**config.mk**
```make
export PLATFORM = sky130hd
export DESIGN_NAME = contador_bcd_varredura
export DESIGN_NICKNAME = d
export VERILOG_FILES = /design/src/rtl/contador_bcd_varredura.sv
export SDC_FILE = /design/constraint.sdc
export NUM_CORES = 1
export LEC_CHECK = 0
export BUFFER_PORTS_ARGS = -buffer_cell sky130_fd_sc_hd__buf_4
export CAP_MARGIN = 20
export CORE_MARGIN = 1.5
export CORE_UTILIZATION = 30
export DETAILED_ROUTE_END_ITERATION = 7
export MAX_ROUTING_LAYER = met4
export PLACE_DENSITY = 0.51
export SLEW_MARGIN = 20
export SYNTH_ARGS = -nofsm -noshare
export SYNTH_HDL_FRONTEND = slang
export SYNTH_SLANG_ARGS = --single-unit
```
**constraint.sdc**
```tcl
create_clock -name clk -period 5.9 [get_ports clk]
set_input_delay 0.885 -clock clk [delete_from_list [all_inputs] [get_ports clk]]
set_output_delay 0.885 -clock clk [all_outputs]
set_load 0.1 [all_outputs]
```
**src/rtl/contador_bcd_varredura.sv**
```systemverilog
// N-digit BCD up/down counter that time-multiplexes its digits onto one shared 4-bit bus (A..D) plus an active-low digit select.
// Latency: valor/carry one cycle after load/en; A..D and dig_sel one cycle after an index or valor change. No backpressure.
// Optional build macro SUPRIME_ZEROS_EN enables leading-zero blanking of dig_sel.
module contador_bcd_varredura #(
    parameter int N_DIGITOS = 4,
    parameter int DIV_VARR  = 50000
) (
    input  logic                   clk,
    input  logic                   reset,
    input  logic                   en,
    input  logic                   up,
    input  logic                   load,
    input  logic [4*N_DIGITOS-1:0] load_val,
    output logic                   A,
    output logic                   B,
    output logic                   C,
    output logic                   D,
    output logic [N_DIGITOS-1:0]   dig_sel,
    output logic                   carry,
    output logic [4*N_DIGITOS-1:0] valor
);

    localparam int IDX_W = (N_DIGITOS > 1) ? $clog2(N_DIGITOS) : 1;
    localparam int PRE_W = $clog2(DIV_VARR);
    localparam logic [IDX_W-1:0]     IDX_ULT = IDX_W'(N_DIGITOS - 1);
    localparam logic [PRE_W-1:0]     PRE_ULT = PRE_W'(DIV_VARR - 1);
    localparam logic [N_DIGITOS-1:0] SEL_RST = ~(N_DIGITOS'(1));

    logic [4*N_DIGITOS-1:0] valor_q, valor_d;
    logic                   carry_q, carry_d;
    logic [PRE_W-1:0]       presc_q, presc_d;
    logic [IDX_W-1:0]       idx_q, idx_d;
    logic [3:0]             bcd_q, bcd_d;
    logic [N_DIGITOS-1:0]   dig_sel_q, dig_sel_d;

    logic [3:0] nib;
    logic       ripple;

    // Counter: load clamps each nibble to 9; a count ripples from digit 0 upward
    always_comb begin
        valor_d = valor_q;
        carry_d = 1'b0;
        nib     = 4'd0;
        ripple  = 1'b0;
        if (load) begin
            for (int i = 0; i < N_DIGITOS; i++) begin
                nib = load_val[4*i +: 4];
                valor_d[4*i +: 4] = (nib > 4'd9) ? 4'd9 : nib;
            end
        end else if (en) begin
            ripple = 1'b1;
            for (int i = 0; i < N_DIGITOS; i++) begin
                nib = valor_q[4*i +: 4];
                if (ripple) begin
                    if (up) begin
                        if (nib == 4'd9) begin
                            nib = 4'd0;
                        end else begin
                            nib    = nib + 4'd1;
                            ripple = 1'b0;
                        end
                    end else begin
                        if (nib == 4'd0) begin
                            nib = 4'd9;
                        end else begin
                            nib    = nib - 4'd1;
                            ripple = 1'b0;
                        end
                    end
                end
                valor_d[4*i +: 4] = nib;
            end
            // Ripple still set past the top digit means the whole counter wrapped
            carry_d = ripple;
        end
    end

    always_comb begin
        presc_d = presc_q + PRE_W'(1);
        idx_d   = idx_q;
        if (presc_q == PRE_ULT) begin
            presc_d = '0;
            idx_d   = (idx_q == IDX_ULT) ? '0 : idx_q + IDX_W'(1);
        end
    end

`ifdef SUPRIME_ZEROS_EN
    // zero_acima[i]: digit i and every more-significant digit are zero
    logic [N_DIGITOS-1:0] zero_acima;
    always_comb begin
        zero_acima = '0;
        zero_acima[N_DIGITOS-1] = (valor_q[4*N_DIGITOS-1 -: 4] == 4'd0);
        for (int i = N_DIGITOS - 2; i >= 0; i--) begin
            zero_acima[i] = (valor_q[4*i +: 4] == 4'd0) && zero_acima[i+1];
        end
    end
`endif

    always_comb begin
        bcd_d     = 4'd0;
        dig_sel_d = '1;
        for (int i = 0; i < N_DIGITOS; i++) begin
            if (idx_q == IDX_W'(i)) begin
                bcd_d        = valor_q[4*i +: 4];
                dig_sel_d[i] = 1'b0;
`ifdef SUPRIME_ZEROS_EN
                if ((i != 0) && zero_acima[i]) begin
                    dig_sel_d = '1;
                end
`endif
            end
        end
    end

    always_ff @(posedge clk) begin
        if (reset) begin
            valor_q   <= '0;
            carry_q   <= 1'b0;
            presc_q   <= '0;
            idx_q     <= '0;
            bcd_q     <= 4'd0;
            dig_sel_q <= SEL_RST;
        end else begin
            valor_q   <= valor_d;
            carry_q   <= carry_d;
            presc_q   <= presc_d;
            idx_q     <= idx_d;
            bcd_q     <= bcd_d;
            dig_sel_q <= dig_sel_d;
        end
    end

    assign {A, B, C, D} = bcd_q;
    assign dig_sel      = dig_sel_q;
    assign carry        = carry_q;
    assign valor        = valor_q;

endmodule

```
==> results.py, run 1 <==
metrics = {
    "run_status": {
        "status": "finished clean",
    },
    "logic_synthesis": {
        "ys_top_cells_by_count": "dfxtp_1 (43), nor2_1 (42), nand2_1 (25), o21ai_0 (19), a21oi_1 (18)",
        "yosys.area_share.simple_pct": 27.8,
        "yosysMostFrequentCell": "dfxtp_1",
        "synthAdderAreaFrac_pct": 2.52,
        "synthArstFlopShare_pct": 0,
        "synth_compound_area_share_pct": 20.1,
        "syn-num-nets": 343,
        "yosysTopAreaCell": "dfxtp_1",
        "synth_top_family_by_area": "simple AND/OR/NAND/NOR gates",
        "ys_seq_elements": 43,
        "yosysSeqAreaShare_pct": 34.6,
        "synth_xor_area_share_pct": 7.75,
        "synth.avg_cell_area_um2": 7.84,
        "yosys.cell_types.count": 56,
        "netlist_top_cells_area": "dfxtp_1 (35%), nor2_1 (6.3%), xor2_1 (4.2%)",
        "synth_edf_count": 0,
        "netlist_instances": 317,
        "dominantRegCellSynth": "dfxtp_1",
        "synthMuxAreaShare_pct": 1.66,
        "ys_warn_count": 0,
        "synth_area_um2": 2480,
        "synth_top_area_share_pct": 34.6,
    },
    "die": {
        "ios": 46,
        "core_area_um2": 8130,
        "start_util_pct": 30.5,
        "die_x_um": 94.0,
        "row_count": 33,
        "die_h_um": 94.0,
        "die_area_um2": 8840,
    },
    "placed_design": {
        "dp_hpwl_um": 4390,
        "dpl.cell_count": 443,
        "gp_congestion": 0.790,
        "port_buffers": 45,
    },
    "sta": {
        "fin_worst_skew_ns": 0.00368,
        "finalSetupViolations": 0,
        "final_hold_viol_count": 0,
        "min_period_ns": 2.41,
        "slew_headroom_pct": 47.0,
        "tns_ns": 0,
        "slew_viol_final": 0,
        "worst_pin_slew_ns": 0.787,
        "timing.fmax_mhz": 414,
        "rsz0062_at_grt": "false",
        "timing.final.crit_share_pct": 40.9,
    },
    "hold_path": {
        "hold_depth": 1,
        "hp-start": "presc_q[0]$_SDFF_PP0_",
        "hold_path_class": "flop to flop",
        "hold_end": "presc_q[0]$_SDFF_PP0_",
    },
    "detailed_routing": {
        "dr_total_vias": 2290,
        "avgRoutedWirePerCell_um": 13.6,
        "drc": 0,
        "drt-initial-drc-count": 118,
        "firstDrtPassIters": 4,
        "drt_wl_total_um": 6120,
        "ant_nets": 0,
        "viasPerCell": 5.08,
    },
    "setup_path": {
        "critPathMaxFanout": 23,
        "critPathKind": "input port to flop",
        "cp.arrival_ns": 2.59,
        "critPathSlowestCell": "nor4_1",
        "path_cells": "buf_4, and2_1, a21oi_1, nor4_1, mux2i_1, o32ai_1",
        "rr_endpoint": "valor[15]$_SDFFE_PP0P_",
        "r2r_start": "valor[4]$_SDFFE_PP0P_",
        "rrSetupSlack_ns": 3.74,
        "required_ns": 6.08,
        "worst_setup_path_end_kind": "flop",
        "startpoint_type": "input port",
        "cp_slowest_stage_delay_ns": 0.72,
        "cp_top_family": "simple AND/OR/NAND/NOR gates",
        "reg2reg_depth": 5,
        "path_buf_inv": 1,
    },
    "cells_and_area": {
        "utilization_pct": 36.5,
        "nets": 371,
        "drive_gt1_share_pct": 17.6,
        "area_delta_synth_final_pct": 19.5,
        "fin_cells": 451,
        "antennaDiodeCount": 0,
    },
    "job": {
        "maxCapViolations": 0,
    },
    "power": {
        "p_clk_share_pct": 32.6,
        "power_density_nw_per_um2": 242,
        "p_int_mw": 0.477,
        "power.switching_mw": 0.241,
        "p_leak_nw": 1.15,
        "p_seq_share_pct": 45.1,
        "power_mw": 0.718,
        "vdd_drop_max_uv": 124,
        "netSwitchingFraction_pct": 33.6,
        "pwr-share-comb_pct": 22.3,
    },
    "cts": {
        "htree_levels": 2,
        "postCtsSetupBuffers": 0,
        "cts_sinks": 43,
        "clock_latency_ns": 0.30,
        "path_clk_slew_ns": 0.09,
        "cts_hold_buf": 0,
        "cts_root_buffer": "clkbuf_8",
        "post_cts_resized": 0,
        "numCtsBuffers": 5,
        "clockBufferDepth": 2,
        "cts_tree": "built",
    },
    "grt": {
        "grt.overflow.total": 0,
        "grt_pass1_wl_um": 10400,
        "grt.total_usage_pct": 15.3,
        "grt_pass1_vias": 2111,
        "antenna_found_initial": 0,
        "grt_max_degree": 25,
    },
}
[cell type report]
class,count,area (um^2)
clock buffers,5,68.8
clock inverters,3,43.8
fillers,848,5160
inverters,10,37.5
multi-input cells,240,1490
flip-flops and latches,43,861
well taps,105,131
repair buffers,45,338
[metal layers]
metal	up-vias	global-route usage, %	wire, um
met1	1046	20.4	3080
met5	-	-	0
li1	1187	-	-
met3	6	3.48	309
met4	0	4.23	58
met2	51	23.2	2680
[flip-flops by register name, indices dropped and copies added (netlist names)]
name,flops
bcd_q,4
dig_sel,4
carry,1
presc_q,16
idx_q,2
valor,16
[stage by stage]
stage | hold slack, ns | setup WS [ns] | area, um^2
floorplan | 0.418 | 3.35 | 2480
global placement | 0.434 | 3.18 | 2860
detailed placement | 0.441 | 3.19 | 2860
CTS | 0.464 | 3.51 | 2970
global route | 0.487 | 3.31 | 2970
finish | 0.460 | 3.49 | 2970
[worst max path at each step]
stage / end / start / depth (start not counted)
6_report: valor[15]$_SDFFE_PP0P_ / up / 6
5_1_grt: valor[15]$_SDFFE_PP0P_ / up / 6
4_1_cts: valor[6]$_SDFFE_PP0P_ / load / 6
3_5_place_dp: valor[13]$_SDFFE_PP0P_ / up / 6
3_3_place_gp: valor[13]$_SDFFE_PP0P_ / up / 6
2_1_floorplan: valor[15]$_SDFFE_PP0P_ / valor[4]$_SDFFE_PP0P_ / 6
[logic make-up after synthesis]
group	Yosys count
and+or+nand+nor	135
AOI/OAI and AO/OA	74
DFF	43
buffers and inverters	34
xor gates and xnor gates	22
adders and majority gates	5
muxes	4
[power by group through the flow]
stage               combinational, mW  clock [mW]  sequential [mW]
floorplan                      0.0748           0            0.376
global placement                0.160           0            0.331
detailed placement              0.160           0            0.330
CTS                             0.160       0.245            0.324
global route                    0.172       0.258            0.327
finish                          0.160       0.234            0.323
[cells in the final DEF, fill, tap and decap left out, drive strengths merged, types with 2 or more instances in the layout]
| cell type | count |
|---|---|
| a221oi | 8 |
| mux2i | 3 |
| inv | 8 |
| nor2 | 42 |
| o21a | 3 |
| or3 | 2 |
| a21o | 2 |
| and2 | 2 |
| nand2 | 25 |
| xnor2 | 10 |
| o21ai | 19 |
| nand3 | 12 |
| a211oi | 3 |
| a21oi | 19 |
| nor2b | 7 |
| clkbuf | 5 |
| clkinv | 4 |
| o32ai | 2 |
| nor4 | 8 |
| nand3b | 5 |
| a211o | 2 |
| buf | 45 |
| ha | 5 |
| xor2 | 12 |
| dfxtp | 43 |
| nand4 | 2 |
| and3 | 7 |
| and4 | 3 |
| nor3 | 14 |
Power figures use the tool's default switching activity.
==> inputs of run 2 (changes only) <==
--- a/config.mk
+++ b/config.mk
@@ -5,13 +5,14 @@
 export SDC_FILE = /design/constraint.sdc
 export NUM_CORES = 1
 export LEC_CHECK = 0
+export ABC_AREA = 1
 export BUFFER_PORTS_ARGS = -buffer_cell sky130_fd_sc_hd__buf_4
 export CAP_MARGIN = 20
 export CORE_MARGIN = 1.5
 export CORE_UTILIZATION = 30
 export DETAILED_ROUTE_END_ITERATION = 7
 export MAX_ROUTING_LAYER = met4
-export PLACE_DENSITY = 0.51
+export PLACE_DENSITY = 0.53
 export SLEW_MARGIN = 20
 export SYNTH_ARGS = -nofsm -noshare
 export SYNTH_HDL_FRONTEND = slang
==> constraint.sdc (replaced) <==
create_clock -name clk -period 2.2 [get_ports clk]
set_input_delay 0.33 -clock clk [delete_from_list [all_inputs] [get_ports clk]]
set_output_delay 0.33 -clock clk [all_outputs]
set_load 0.1 [all_outputs]
==> results.py, run 2 <==
metrics = {
    "run_status": {
        "status": "finished clean",
    },
    "logic_synthesis": {
        "yosysTopAreaCell": "dfxtp_1",
        "yosys.cell_types.count": 35,
        "yosysMostFrequentCell": "nand2_1",
        "netlist_top_cells_area": "dfxtp_1 (32%), nand2_1 (14%), nor2_1 (8.4%)",
        "ys_top_cells_by_count": "nand2_1 (100), nor2_1 (61), dfxtp_1 (43), a21oi_1 (40), inv_1 (37)",
        "ys_warn_count": 0,
        "synth_top_area_share_pct": 31.7,
        "syn-num-nets": 449,
        "ys_seq_elements": 43,
        "dominantRegCellSynth": "dfxtp_1",
        "synth_area_um2": 2710,
        "synth.avg_cell_area_um2": 6.42,
        "synthArstFlopShare_pct": 0,
        "yosysSeqAreaShare_pct": 31.7,
        "netlist_instances": 423,
        "synth_edf_count": 0,
    },
    "grt": {
        "grt_pass1_wl_um": 11700,
        "antenna_found_initial": 0,
        "grt_pass1_vias": 2558,
        "grt_max_degree": 21,
        "grt.total_usage_pct": 15.1,
        "grt.overflow.total": 0,
    },
    "sta": {
        "final_hold_viol_count": 0,
        "timing.final.crit_share_pct": 72.8,
        "slew_viol_final": 0,
        "finalSetupViolations": 0,
        "slew_headroom_pct": 52.5,
        "rsz0062_at_grt": "false",
        "fin_worst_skew_ns": 0.0104,
        "tns_ns": 0,
        "min_period_ns": 1.60,
        "worst_pin_slew_ns": 0.712,
        "fin_hold_ws_ns": 0.284,
        "timing.fmax_mhz": 624,
    },
    "placed_design": {
        "gp_congestion": 0.815,
        "dp_hpwl_um": 5200,
        "placed_cell_area_um2": 3080,
        "port_buffers": 45,
    },
    "detailed_routing": {
        "dr_total_vias": 2726,
        "firstDrtPassIters": 5,
        "drt_wl_total_um": 6840,
        "drt-initial-drc-count": 87,
        "avgRoutedWirePerCell_um": 12.1,
        "ant_nets": 0,
        "viasPerCell": 4.81,
        "drc": 0,
    },
    "cts": {
        "cts_hold_buf": 0,
        "postCtsSetupBuffers": 0,
        "htree_levels": 2,
        "clockBufferDepth": 2,
        "cts_root_buffer": "clkbuf_8",
        "numCtsBuffers": 5,
        "cts_sinks": 43,
        "post_cts_resized": 0,
        "clock_latency_ns": 0.30,
        "cts_tree": "built",
        "path_clk_slew_ns": 0.08,
    },
    "setup_path": {
        "startpoint_type": "flop",
        "path_cells": "buf_4",
        "path_buf_inv": 1,
        "worst_setup_path_end_kind": "output port",
        "critPathKind": "flop to output port",
        "cp_slowest_stage_delay_ns": 0.60,
        "cp_top_family": "flip-flops",
        "critPathMaxFanout": 9,
        "critPathSlowestCell": "dfxtp_1",
        "cp.arrival_ns": 1.27,
        "required_ns": 1.87,
        "rrSetupSlack_ns": 0.60,
    },
    "die": {
        "die_area_um2": 9630,
        "die_h_um": 98.1,
        "core_area_um2": 8760,
        "ios": 46,
        "row_count": 34,
        "start_util_pct": 31.0,
        "die_x_um": 98.1,
    },
    "cells_and_area": {
        "nets": 484,
        "layout_common_cells": "nand2_1 (100), nor2_1 (61), buf_4 (46)",
        "area_delta_synth_final_pct": 18.2,
        "layout_commonest_cell": "nand2_1",
        "final_area_um2": 3210,
        "nFillCells": 954,
        "drive_gt1_share_pct": 18.3,
        "antennaDiodeCount": 0,
    },
    "power": {
        "p_leak_nw": 1.39,
        "vdd_drop_max_uv": 295,
        "power_mw": 2.18,
        "power_density_nw_per_um2": 681,
    },
    "hold_path": {
        "hold_path_class": "input port to flop",
    },
    "job": {
        "maxCapViolations": 0,
    },
}
## run 2: cell types whose count changed in the layout (fill, tap and decap cells not counted), moves of 9 or more
cell	change
nand2_2	+11
xor2_1	-9
inv_1	+29
nand3_1	+17
nand2_1	+75
nor2_1	+19
a21oi_1	+22
## run 2: cell families (layout without fill, tap and decap cells)
family / Yosys count / after routing / share of synthesized area [%]
compound gates: 83 / 83 / 17.2
xor+xnor: 5 / 5 / 1.61
fa+ha+maj: 5 / 5 / 2.31
buf+inv: 61 / 97 / 10.3
flops: 43 / 43 / 31.7
simple gates: 226 / 226 / 36.8
## run 2: path summary, 6_finish.rpt
path                          from                endpoint  depth (start not counted)
max          valor[0]$_SDFFE_PP0P_                valor[0]                          1
min                          reset  valor[15]$_SDFFE_PP0P_                          2
min reg2reg  presc_q[0]$_SDFF_PP0_   presc_q[0]$_SDFF_PP0_                          1
max reg2reg  presc_q[0]$_SDFF_PP0_   presc_q[9]$_SDFF_PP0_                          8
## run 2: power breakdown
group	internal, mW	switching, mW
clock	0.454	0.282
sequential	0.811	0.0651
combinational	0.162	0.410
## run 2: layer usage
layer / up-vias / global-route usage (%) / routed length (um)
li1: 1441 / - / -
met1: 1224 / 20.1 / 3530
met4: 0 / 4.29 / 63
met2: 56 / 23.2 / 2960
met3: 5 / 2.72 / 281
met5: - / - / 0
## run 2: layout make-up
cell class                 count  area, um^2  area share, %
sequential                    43         861           26.8
inverter                      43         161           5.03
clock buffer                   6        72.6           2.26
clock inverter                 2        60.1           1.87
multi-input combinational    319        1570           49.0
tap                          108         135           4.21
timing repair buffer          46         345           10.8
## run 2: per-stage QoR
stage               worst slack [ns]  std cells  utilization, %
finish                         0.598        567            36.6
global route                   0.422        567            36.6
CTS                            0.561        567            36.6
detailed placement             0.530        559            35.1
global placement               0.537        559            35.1
floorplan                      0.135        423               -
